==> src/rtl/alu_operand_loader.sv <==
// alu_operand_loader: gathers one (NOT) or two (AND/OR/ADD) operand words into a registered ALU operation
// clk/rst: single clock, synchronous active-high reset
// data_in/op_in/in_valid/in_ready: upstream word handshake; op_in taken with the first word only
// a_out/b_out/op_out/out_valid/out_ready: registered operation handed downstream
// op_count: operations consumed downstream, modulo 256
module alu_operand_loader #(
  parameter int WIDTH = 8
) (
  input  logic             clk,
  input  logic             rst,
  input  logic [WIDTH-1:0] data_in,
  input  logic [1:0]       op_in,
  input  logic             in_valid,
  output logic             in_ready,
  output logic [WIDTH-1:0] a_out,
  output logic [WIDTH-1:0] b_out,
  output logic [1:0]       op_out,
  output logic             out_valid,
  input  logic             out_ready,
  output logic [7:0]       op_count
);
  typedef enum logic [1:0] {IDLE, WAIT_B, PRESENT} state_t;
  state_t state, next;
  logic acc;
  assign in_ready  = state != PRESENT;
  assign out_valid = state == PRESENT;
  assign acc       = in_valid && in_ready;
  always_comb
    next = state == IDLE   ? (acc ? (op_in == 2'b00 ? PRESENT : WAIT_B) : IDLE) :
           state == WAIT_B ? (acc ? PRESENT : WAIT_B) :
           (out_ready ? IDLE : PRESENT);
  always_ff @(posedge clk)
    state <= rst ? IDLE : next;
  always_ff @(posedge clk) begin
    if (rst) begin
      a_out    <= '0;
      b_out    <= '0;
      op_out   <= 2'b00;
      op_count <= 8'd0;
    end else begin
      if (state == IDLE && acc) begin
        a_out  <= data_in;
        op_out <= op_in;
        if (op_in == 2'b00) b_out <= '0;
      end
      if (state == WAIT_B && acc) b_out <= data_in;
      if (out_valid && out_ready) op_count <= op_count + 8'd1;
    end
  end
endmodule
==> config.mk <==
export PLATFORM = sky130hd
export DESIGN_NAME = alu_operand_loader
export DESIGN_NICKNAME = d
export VERILOG_FILES = /design/src/rtl/alu_operand_loader.sv
export SDC_FILE = /design/constraint.sdc
export NUM_CORES = 1
export LEC_CHECK = 0
export CAP_MARGIN = 30
export CORE_UTILIZATION = 35
export CTS_BUF_LIST = sky130_fd_sc_hd__clkbuf_2
export CTS_CLUSTER_SIZE = 30
export DETAILED_ROUTE_END_ITERATION = 8
export PLACE_DENSITY = 0.68
export SYNTH_ARGS = -nofsm -noshare
export SYNTH_HDL_FRONTEND = slang
export SYNTH_SLANG_ARGS = --single-unit
==> constraint.sdc <==
create_clock -name clk -period 1.81 [get_ports clk]
set_input_delay 0.181 -clock clk [delete_from_list [all_inputs] [get_ports clk]]
set_output_delay 0.181 -clock clk [all_outputs]
set_load 0.01 [all_outputs]
* Yosys cells after proc, flatten, opt, wreduce, memory -nomap -nowiden
Cells that the tools add are included.
** Word-level totals
- Flip-flop bits (word level) :: 28
- Bits of input ports :: 14
- Output and inout port bits :: 28
- Logic and storage cells :: 27
** Cells by class
- Add/subtract/negate cells :: 1
- Equal/unequal tests :: 3
- Mux-type cells :: 9
- Reduce and logical (&&, ||, !) cells :: 9
** Operators by type and width (count)
- 8-bit two-way mux :: 3
- 2-bit two-way mux :: 6
- 8-bit by 1-bit adder with 8-bit output, second input constant :: 1
- 1-bit logical AND :: 4
- 2-bit zero test :: 2
- 2-bit nonzero test :: 2
- 2-bit by 1-bit equality test with 1-bit output, second input constant :: 1
- 2-bit equality test, second input constant :: 1
- 2-bit != test, second input constant :: 1
- 2-bit AND reduction :: 1

* Depth between registers and ports, before layout
Gate-level depths: netlist (run 1).
- Word-level depth :: 5
- Gate-level depth with buffers :: 4
- Mapped depth without buffers :: 4

* Worst setup path before layout (run 1)
OpenSTA, ideal clock, no wires.
- Path kind :: reg-to-reg
- From :: register op_count[0]
- To :: register op_count[4]
- Setup time :: 0.071 ns
- Arrival time :: 1.221 ns
- Data required time :: 1.739 ns
- Path slack :: 0.518 ns
- Cell stages (with the launch flop) :: 5
- Cells stage by stage :: dfxtp_1 ha_1 nand4b_1 or3_1 a21oi_1
** On the way
- Word-level cells in the longest chain between the ends :: 1
** Ends and longest elaborated chain
- start, declared :: line 20 : output logic [7:0] op_count
- start signal, assigned :: line 47 : if (out_valid && out_ready) op_count <= op_count + 8'd1;
- 8-bit by 1-bit adder with 8-bit output :: line 47
Every way passes these cells.
A chain may end at the register's enable or synchronous reset.

* Final worst setup path (run 1)
- From :: register state[0]
- To :: output out_valid
** On the way
- Word-level cells in the longest chain between the ends :: 1
** Ends and longest elaborated chain
- start, declared :: line 23 : state_t state, next;
- start signal, assigned :: line 33 : state <= rst ? IDLE : next;
- 2-bit equality test :: line 26 : assign out_valid = state == PRESENT;
- end, declared :: line 18 : output logic out_valid,
Every way passes these cells.

==> flow_metrics.py, run 1 <==
metrics = {
    "status": {
        "status": "finished with violations",
        "violations": "DRC",
    },
    "clock_network": {
        "clk_latency_ns": 0.36,
        "cts.sinks": 28,
        "cts_buffer_depth": 2,
        "cts_max_level": 1,
        "cts_tree": "yes",
        "clk_pin_slew_ns": 0.26,
        "cts_root_buffer": "clkbuf_2",
        "cts_buffers": 3,
    },
    "drt": {
        "first_iter_violations": 11,
        "firstDrtPassIters": 6,
        "post_drt_wl_per_cell_microns": 13.6,
        "wl_microns": 2420,
        "vias_per_cell": 5.19,
        "drc": 4,
        "vias": 918,
        "final_antenna_net_count": 0,
    },
    "grt": {
        "grt_use_total": 0.151,
        "antenna_found_initial": 0,
        "grt_pass1_wl_microns": 3840,
        "overflow": 0,
        "grt_pass1_vias": 908,
        "grt_max_degree": 21,
    },
    "placed_design": {
        "port_buffers": 41,
        "gp_congestion": 0.739,
        "dpl.hpwl_microns": 1710,
    },
    "worst_hold_path": {
        "hold_depth": 2,
        "worstHoldStart": "data_in[4]",
        "worstHoldEndpoint": "b_out[4]",
        "worstHoldPathType": "in -> reg",
    },
    "yosys": {
        "syn-cell-area_sq_um": 1060,
        "avgSynthCellArea_sq_um": 10.4,
        "ys_seq_elements": 28,
        "yosys-top-cells-area": "dfxtp_1, mux2i_1, a22o_1",
        "yosys.cell_types.count": 27,
        "seq_area_frac_synth": 0.529,
        "syn_inst": 102,
        "yosysWarnings": 0,
        "syn_nets": 117,
        "yosys.area.top_type": "dfxtp_1",
        "synth_top_cell_area_share": 0.529,
    },
    "floorplanning": {
        "die_w_microns": 57.0,
        "rows": 19,
        "initial_core_util": 0.378,
        "coreArea_sq_um": 2810,
        "die_area_sq_um": 3250,
        "die_y_microns": 57.0,
        "pin_count": 42,
    },
    "timing": {
        "hold_violations": 0,
        "setup_viol": 0,
        "setup_tns_ns": 0,
        "fin_crit_sh": 0.931,
        "worst_pin_slew_ns": 0.689,
        "skew_ns": 0.0172,
        "relSlewSlack": 0.540,
        "rsz0062_at_grt": "false",
        "fin_crit_ns": 1.69,
        "max_freq_ghz": 0.593,
        "maxSlewViolCount": 0,
    },
    "setup_path": {
        "criticalPathCategory": "reg -> out",
        "reg2reg_from": "state[0]",
        "critPathCaptureType": "primary output",
        "start_kind": "flop",
        "r2r_cells": 4,
        "path_max_fanout": 8,
        "worst_ep_required_time_ns": 1.63,
        "r2r_end": "b_out[1]",
        "rrSetupSlack_ns": 0.23,
        "worstPathArrival_ns": 1.50,
    },
    "job": {
        "max-cap-violations": 0,
    },
    "cells_and_area": {
        "drive_above_1_share": 0.0890,
        "syn_to_final_growth_pct": 48.2,
        "nets": 162,
        "antennaDiodeCount": 0,
    },
    "power": {
        "ir_drop_v": 0.000545,
        "power_mw": 1.23,
        "p_per_area_nw_per_um2": 782,
        "leakagePower_nw": 0.598,
    },
}
==> cell usage after synthesis <==
cell type  count
or4_1          2
xor2_1         2
clkbuf_1       2
a21oi_1        7
buf_2          1
and2b_1        1
nor3b_1        1
or3_1          3
nor3b_2        1
ha_1           1
a22o_1         8
dfxtp_1       28
nand4_1        3
buf_6          1
nand4b_1       1
inv_1          2
nor3_1         1
nor2_1        14
o21ai_0        3
nand3b_1       1
mux2i_1       11
o21bai_1       1
nor2b_1        1
nand2b_1       1
mux2_2         1
nand2_1        2
o31ai_1        2
==> power by group <==
group / leakage (nW) / switching [mW] / total (mW) / internal, mW
logic: 0.342 / 0.0806 / 0.193 / 0.113
registers: 0.229 / 0.0181 / 0.664 / 0.646
clock network: 0.0266 / 0.180 / 0.370 / 0.190
total: 0.598 / 0.279 / 1.23 / 0.948
==> metal layers <==
metal  vias up  global-route usage  wire length (microns)
met4         0              0.0523                     44
li1        456                   -                      -
met1       437               0.176                   1060
met2        21               0.266                   1220
met5         -                   0                      0
met3         4              0.0408                     95
==> area by class of cell <==
cell class              instances  area (sq um)
fillers                       268          1230
flip-flops and latches         28           566
multi-input cells              68           480
repair buffers                 44           433
well taps                      31          38.8
clock inverters                 1          30.0
clock buffers                   3          15.0
inverters                       2          7.51
==> worst max path at each step <==
| stage | from | end | slack, ns | cells after the start |
|---|---|---|---|---|
| CTS | state[0] | out_valid | 0.02 | 3 |
| floorplan | op_count[0] | op_count[4] | 0.52 | 4 |
| finish | state[0] | out_valid | 0.12 | 3 |
| detailed placement | out_ready | op_count[7] | 0.14 | 4 |
| global placement | out_ready | op_count[7] | 0.18 | 4 |
| global route | state[1] | out_valid | 0.02 | 3 |
==> per-stage QoR <==
stage          std cells  hold slack [ns]  utilization  area (sq um)  worst slack (ns)
2_1_floorplan        102            0.307            -          1060             0.518
3_3_place_gp         172            0.460        0.537          1510             0.184
3_5_place_dp         172            0.467        0.537          1510             0.137
4_1_cts              176            0.395        0.554          1560            0.0217
5_1_grt              177            0.372        0.560          1570            0.0196
6_report             177            0.418        0.560          1570             0.125
==> cell usage in the layout (no fill, tap or decap) <==
master	instances
a21oi_1	7
a22o_1	8
and2b_1	1
buf_4	3
bufinv_16	1
clkbuf_2	3
clkdlybuf4s50_1	41
dfxtp_1	26
dfxtp_2	1
dfxtp_4	1
ha_1	1
inv_1	2
mux2_2	1
mux2i_1	11
nand2_1	2
nand2b_4	1
nand3b_1	1
nand4_1	3
nand4b_1	1
nor2_1	14
nor2b_1	1
nor3_1	1
nor3b_2	2
o21ai_0	3
o21bai_1	1
o31ai_1	2
or3_1	3
or4_1	2
xor2_1	2
==> worst max-delay path, cell delays in order (launching register included) <==
cell and delay [ns]:
dfxtp_4 0.41, nand2b_4 0.17, inv_1 0.06, clkdlybuf4s50_1 0.52
==> state kept, by name, indices dropped and copies added (netlist names) <==
register,count
a_out,8
b_out,8
op_count,8
op_out,2
state,2
==> cells by family after synthesis <==
family / Yosys count / share of synthesized area
flip-flops: 28 / 0.529
XOR/XNOR: 2 / 0.0165
AND/OR/NAND/NOR: 32 / 0.164
multiplexers: 12 / 0.115
buffers and inverters: 6 / 0.0295
adder cells (fa/ha/maj): 1 / 0.0118
AO/OA/AOI/OAI: 21 / 0.135
==> what timing repair did <==
action / in CTS / in global routing
pin swaps: 0 / 0
buffers inserted: 0 / 1
endpoints found under the setup margin: 2 / 2
resized for setup: 3 / 2
hold buffers: 0 / 0
Note: power is estimated with default switching activity, not from simulation.
==> run 2, diff against run 1 <==
--- a/config.mk
+++ b/config.mk
@@ -5,12 +5,13 @@
 export SDC_FILE = /design/constraint.sdc
 export NUM_CORES = 1
 export LEC_CHECK = 0
+export ABC_AREA = 1
 export CAP_MARGIN = 30
 export CORE_UTILIZATION = 35
 export CTS_BUF_LIST = sky130_fd_sc_hd__clkbuf_2
 export CTS_CLUSTER_SIZE = 30
 export DETAILED_ROUTE_END_ITERATION = 8
-export PLACE_DENSITY = 0.68
+export PLACE_DENSITY = 0.66
 export SYNTH_ARGS = -nofsm -noshare
 export SYNTH_HDL_FRONTEND = slang
 export SYNTH_SLANG_ARGS = --single-unit
==> run 2 against run 1 <==
The flow now finishes without violations. Sequential power up 1%. Cell count up 34%. Cell area up 7.3%. Critical path depth up 1. Non-clock buffer count unchanged. Fmax up 0.16%. Setup slack better by 0.0027 ns. Register-to-register slack better by 0.29 ns. Routed wire length up 9.1%. Count of clock-buffer cells in the layout unchanged. Critical endpoint is now in_ready.
==> flow_metrics.py, run 2 <==
metrics = {
    "cells_and_area": {
        "multi_input_area_sq_um": 523,
        "utilization": 0.543,
        "nets": 210,
        "fillers": 330,
        "syn_to_final_growth_pct": 45.6,
        "final_common_cell": "clkdlybuf4s50_1",
        "antennaDiodeCount": 0,
        "reg_top3": "a_out: 8 flops, b_out: 8 flops, op_count: 8 flops",
        "ff_latch_area_sq_um": 566,
        "final_cell_area_sq_um": 1690,
        "drive_above_1_share": 0.113,
        "mostFrequentLayoutCells": "clkdlybuf4s50_1, nor2_1, dfxtp_1",
        "instances_no_fill": 238,
    },
    "grt": {
        "grt_max_degree": 17,
        "antenna_found_initial": 0,
        "grt_pass1_vias": 1071,
        "overflow": 0,
        "grt_pass1_wl_microns": 4460,
        "grt_use_total": 0.163,
    },
    "placed_design": {
        "place_ws_ns": 0.324,
        "gp_congestion": 0.744,
        "port_buffers": 41,
        "place_inst": 233,
        "place_area_sq_um": 1620,
        "dpl.hpwl_microns": 1970,
    },
    "yosys": {
        "syn_inst": 149,
        "synth_edf_count": 0,
        "yosysMostFrequentCell": "nor2_1",
        "yosysWarnings": 0,
        "syn_nets": 164,
        "syn-cell-area_sq_um": 1160,
        "async_flop_share": 0,
        "synth_common_cells": "nor2_1, dfxtp_1, nand2_1",
        "yosys.area.top_type": "dfxtp_1",
        "ys_seq_elements": 28,
        "synth_top_cell_area_share": 0.484,
        "ys.flop_type": "dfxtp_1",
        "yosys.cell_types.count": 24,
        "seq_area_frac_synth": 0.484,
        "avgSynthCellArea_sq_um": 7.77,
        "yosys-top-cells-area": "dfxtp_1, nor2_1, nand2_1",
    },
    "clock_network": {
        "cts_root_buffer": "clkbuf_2",
        "cts_buffers": 3,
        "cts.hold.buffers_added": 0,
        "clk_latency_ns": 0.39,
        "clk_pin_slew_ns": 0.29,
        "cts_max_level": 1,
        "cts_buffer_depth": 2,
        "cts.sinks": 28,
        "cts_tree": "yes",
    },
    "timing": {
        "maxSlewViolCount": 0,
        "fin_crit_ns": 1.68,
        "max_freq_ghz": 0.594,
        "hold_slack_ns": 0.350,
        "layout_setup_ws_ns": 0.127,
        "rsz0062_at_grt": "false",
        "setup_viol": 0,
        "fin_crit_sh": 0.930,
        "skew_ns": 0.0271,
        "hold_violations": 0,
        "relSlewSlack": 0.726,
        "setup_tns_ns": 0,
        "worst_pin_slew_ns": 0.410,
    },
    "drt": {
        "vias": 1109,
        "first_iter_violations": 23,
        "wl_microns": 2640,
        "post_drt_wl_per_cell_microns": 11.1,
        "drc": 0,
        "final_antenna_net_count": 0,
        "firstDrtPassIters": 4,
        "vias_per_cell": 4.66,
    },
    "setup_path": {
        "max_stage_delay_ns": 0.47,
        "r2r_cells": 6,
        "crit_family": "buffers and inverters",
        "path_common_cell": "inv_1",
        "worstPathArrival_ns": 1.50,
        "crit_buf_inv": 3,
        "path_max_fanout": 4,
        "path_cells": "inv_1 > nor2_2 > inv_1 > clkdlybuf4s50_1",
        "reg2reg_from": "state[1]",
        "worst_ep_required_time_ns": 1.63,
        "start_kind": "flop",
        "cpMaxStageDelayCell": "clkdlybuf4s50_1",
        "rrSetupSlack_ns": 0.52,
        "criticalPathCategory": "reg -> out",
        "critPathCaptureType": "primary output",
        "r2r_end": "state[1]",
    },
    "worst_hold_path": {
        "hold_depth": 3,
        "worstHoldPathType": "in -> reg",
        "worstHoldEndpoint": "b_out[6]",
        "worstHoldStart": "data_in[6]",
    },
    "job": {
        "max-cap-violations": 0,
    },
    "status": {
        "status": "finished clean",
    },
    "power": {
        "p_per_area_nw_per_um2": 754,
        "leakagePower_nw": 0.688,
        "power_mw": 1.27,
        "ir_drop_v": 0.000434,
    },
    "floorplanning": {
        "die_area_sq_um": 3540,
        "rows": 20,
        "initial_core_util": 0.373,
        "die_y_microns": 59.5,
        "coreArea_sq_um": 3100,
        "pin_count": 42,
        "die_w_microns": 59.5,
    },
}
run 2: cell types whose count changed after synthesis, moves of 2 or more:
cell,before,now
inv_2,0,2
nand3_1,0,11
nor2_2,0,2
nor2_1,14,31
o31ai_1,2,0
or3_1,3,0
inv_1,2,12
nand2_1,2,21
a22o_1,8,0
a21oi_1,7,12
or4_1,2,0
o21ai_0,3,11
mux2i_1,11,0
run 2: how the worst max path moves through the flow:
stage                startpoint          end  slack [ns]  depth (start not counted)
finish                 state[1]     in_ready        0.13                          4
global route           state[1]     in_ready        0.03                          4
CTS                    state[1]    out_valid       0.001                          3
detailed placement     state[1]    out_valid        0.32                          3
global placement       in_valid     b_out[2]        0.32                          6
floorplan           op_count[0]  op_count[4]        0.70                          6
run 2: cell type report:
class,count,share of cell area
Sequential cell,28,0.336
Multi-Input combinational cell,103,0.310
Clock inverter,1,0.0178
Timing Repair Buffer,44,0.258
Clock buffer,3,0.00891
Tap cell,44,0.0327
Inverter,15,0.0364
run 2: kinds of logic (layout without fill, tap and decap cells):
| kind of cell | count (synthesis) | after routing | synth area share |
|---|---|---|---|
| simple gates | 74 | 74 | 0.306 |
| flops | 28 | 28 | 0.484 |
| compound gates | 26 | 26 | 0.118 |
| buf+inv | 18 | 63 | 0.0660 |
| xor+xnor | 2 | 2 | 0.0151 |
| fa+ha+maj | 1 | 1 | 0.0108 |
run 2: routing by layer:
metal  vias up  wire (microns)  part of all wire  global-route usage
li1        569               -                 -                   -
met1       506            1250              0.47               0.208
met2        31            1220              0.46               0.278
met3         3             138             0.052              0.0349
met4         0              22            0.0083              0.0399
met5         -               0                 0                   0
run 2: power by group:
group | switching (mW) | internal, mW | leakage (nW)
sequential | 0.0204 | 0.651 | 0.230
combinational | 0.103 | 0.109 | 0.432
clock | 0.198 | 0.190 | 0.0266
total | 0.321 | 0.950 | 0.688
run 2: repair_timing:
action | CTS | global route
resized for setup | 2 | 3
buffers inserted | 0 | 1
endpoints found under the setup margin | 2 | 2
run 2: worst min-delay path, delay by kind of cell:
family	cells	cell delay (ns)
and+or+nand+nor	1	0.08
AOI/OAI and AO/OA	1	0.05
buffers and inverters	1	0.43
==> run 3, diff against run 2 <==
--- a/config.mk
+++ b/config.mk
@@ -7,11 +7,11 @@
 export LEC_CHECK = 0
 export ABC_AREA = 1
 export CAP_MARGIN = 30
-export CORE_UTILIZATION = 35
+export CORE_UTILIZATION = 45
 export CTS_BUF_LIST = sky130_fd_sc_hd__clkbuf_2
 export CTS_CLUSTER_SIZE = 30
 export DETAILED_ROUTE_END_ITERATION = 8
-export PLACE_DENSITY = 0.66
+export PLACE_DENSITY = 0.82
 export SYNTH_ARGS = -nofsm -noshare
 export SYNTH_HDL_FRONTEND = slang
 export SYNTH_SLANG_ARGS = --single-unit
==> run 3 against run 2 <==
Critical path depth unchanged. Setup slack gained 0.025 ns. Global-route usage up 4.6 points. Combinational power about the same. Total power is 13% lower. Sequential share of layout area up 0.79 points. Fmax is 1.5% higher. Clock skew fell by 0.014 ns. Worst hold slack better by 0.039 ns. Routed wire length is 5.7% lower. Count of clock-buffer cells in the layout did not move.
==> flow_metrics.py, run 3 (synthesis results as in run 2) <==
metrics = {
    "status": {
        "status": "finished clean",
    },
    "power": {
        "clockPowerShare": 0.203,
        "switchingPower_mw": 0.297,
        "leakagePower_nw": 0.681,
        "internal-power_mw": 0.809,
        "p_per_area_nw_per_um2": 671,
        "p_comb_frac": 0.192,
        "ir_drop_v": 0.000462,
        "sequentialPowerShare": 0.605,
        "swShare": 0.268,
    },
    "timing": {
        "rsz0062_at_grt": "false",
        "maxSlewViolCount": 0,
        "skew_ns": 0.0128,
        "fin_crit_ns": 1.66,
        "fin_crit_sh": 0.916,
        "max_freq_ghz": 0.603,
        "hold_violations": 0,
        "worst_pin_slew_ns": 0.376,
        "relSlewSlack": 0.749,
        "setup_tns_ns": 0,
        "setup_viol": 0,
    },
    "drt": {
        "vias_per_cell": 4.86,
        "wl_microns": 2480,
        "vias": 1094,
        "firstDrtPassIters": 4,
        "drc": 0,
        "post_drt_wl_per_cell_microns": 11.0,
        "final_antenna_net_count": 0,
        "first_iter_violations": 32,
    },
    "cells_and_area": {
        "antennaDiodeCount": 0,
        "drive_above_1_share": 0.108,
        "final_common_cell": "clkdlybuf4s50_1",
        "reg_top3": "a_out: 8 flops, b_out: 8 flops, op_count: 8 flops",
        "syn_to_final_growth_pct": 42.3,
        "final_cell_area_sq_um": 1650,
        "instances_no_fill": 225,
        "fillers": 204,
        "mostFrequentLayoutCells": "clkdlybuf4s50_1, nor2_1, dfxtp_1",
        "nets": 211,
    },
    "setup_path": {
        "worstPathArrival_ns": 1.48,
        "r2r_cells": 6,
        "cp-startpoint": "state[1]",
        "rrSetupSlack_ns": 0.51,
        "worst_ep_required_time_ns": 1.63,
        "path_max_fanout": 5,
        "criticalPathCategory": "reg -> out",
        "critPathCaptureType": "primary output",
        "crit_end": "in_ready",
        "reg2reg_from": "state[1]",
        "r2r_end": "state[1]",
        "start_kind": "flop",
    },
    "grt": {
        "grt_max_degree": 16,
        "grt_pass1_vias": 996,
        "antenna_found_initial": 0,
        "overflow": 0,
        "grt_use_total": 0.208,
        "grt_pass1_wl_microns": 4320,
    },
    "floorplanning": {
        "die_area_sq_um": 2780,
        "die_y_microns": 52.7,
        "initial_core_util": 0.471,
        "coreArea_sq_um": 2450,
        "rows": 18,
        "pin_count": 42,
        "die_w_microns": 52.7,
    },
    "clock_network": {
        "clk_pin_slew_ns": 0.25,
        "clk_latency_ns": 0.36,
        "cts.hold.buffers_added": 0,
        "cts.sinks": 28,
        "cts_buffers": 3,
        "cts_tree": "yes",
        "cts_root_buffer": "clkbuf_2",
        "cts_max_level": 1,
        "cts_buffer_depth": 2,
    },
    "placed_design": {
        "place_area_sq_um": 1610,
        "port_buffers": 41,
        "dpl.hpwl_microns": 1910,
        "gp_congestion": 0.744,
        "place_inst": 219,
    },
    "worst_hold_path": {
        "worstHoldPathType": "in -> reg",
    },
    "job": {
        "max-cap-violations": 0,
    },
}
[run 3: final cells by class]
class / count / area (sq um) / share of cell area
multi-input combinational: 103 / 520 / 0.316
timing repair buffer: 45 / 443 / 0.269
clock buffer: 3 / 15.0 / 0.00912
tap: 30 / 37.5 / 0.0228
inverter: 15 / 61.3 / 0.0372
clock inverter: 1 / 3.75 / 0.00228
sequential: 28 / 566 / 0.343
[run 3: worst min-delay path by stage]
stage	end	slack, ns	start	depth (start not counted)
after detailed placement	b_out[2]	0.48	b_out[2]	2
final	b_out[1]	0.39	data_in[1]	3
after global placement	b_out[5]	0.48	b_out[5]	2
after global routing	b_out[6]	0.35	data_in[6]	3
after floorplan	state[0]	0.24	rst	1
after CTS	b_out[6]	0.38	data_in[6]	3
[run 3: timing repair]
| action | CTS | global route |
|---|---|---|
| buffers inserted | 0 | 2 |
| gates resized for setup | 2 | 2 |
| gates cloned | 0 | 0 |
| endpoints found under the setup margin | 2 | 2 |
[run 3: power groups by stage]
stage	registers (mW)	logic (mW)	clock network (mW)
6_report	0.669	0.212	0.225
5_1_grt	0.674	0.234	0.260
2_1_floorplan	0.694	0.0798	0
3_3_place_gp	0.682	0.204	0
3_5_place_dp	0.682	0.208	0
4_1_cts	0.671	0.209	0.228
[run 3: worst max-delay path: stages, from the launching register on]
cell,delay (ns)
dfxtp_4,0.42
inv_1,0.05
nor2_1,0.14
inv_1,0.05
clkdlybuf4s50_1,0.47
[run 3: routing by layer]
layer  global-route usage  wire, microns  vias to the layer above  share of wire
met4               0.0526              0                        0              0
met2                0.340           1190                       42           0.48
met1                0.280           1160                      478           0.47
met3               0.0406            137                        0          0.055
met5                    0              0                        -              0
li1                     -              -                      574              -
[run 3: per-stage QoR]
| step | util | total power, mW | setup WS, ns | hold WS, ns |
|---|---|---|---|---|
| 3_5_place_dp | 0.654 | 0.890 | 0.236 | 0.479 |
| 4_1_cts | 0.663 | 1.11 | 0.0288 | 0.383 |
| 5_1_grt | 0.671 | 1.17 | 0.0272 | 0.346 |
| 6_report | 0.671 | 1.11 | 0.153 | 0.388 |
| 3_3_place_gp | 0.654 | 0.886 | 0.282 | 0.479 |
| 2_1_floorplan | - | 0.774 | 0.696 | 0.243 |
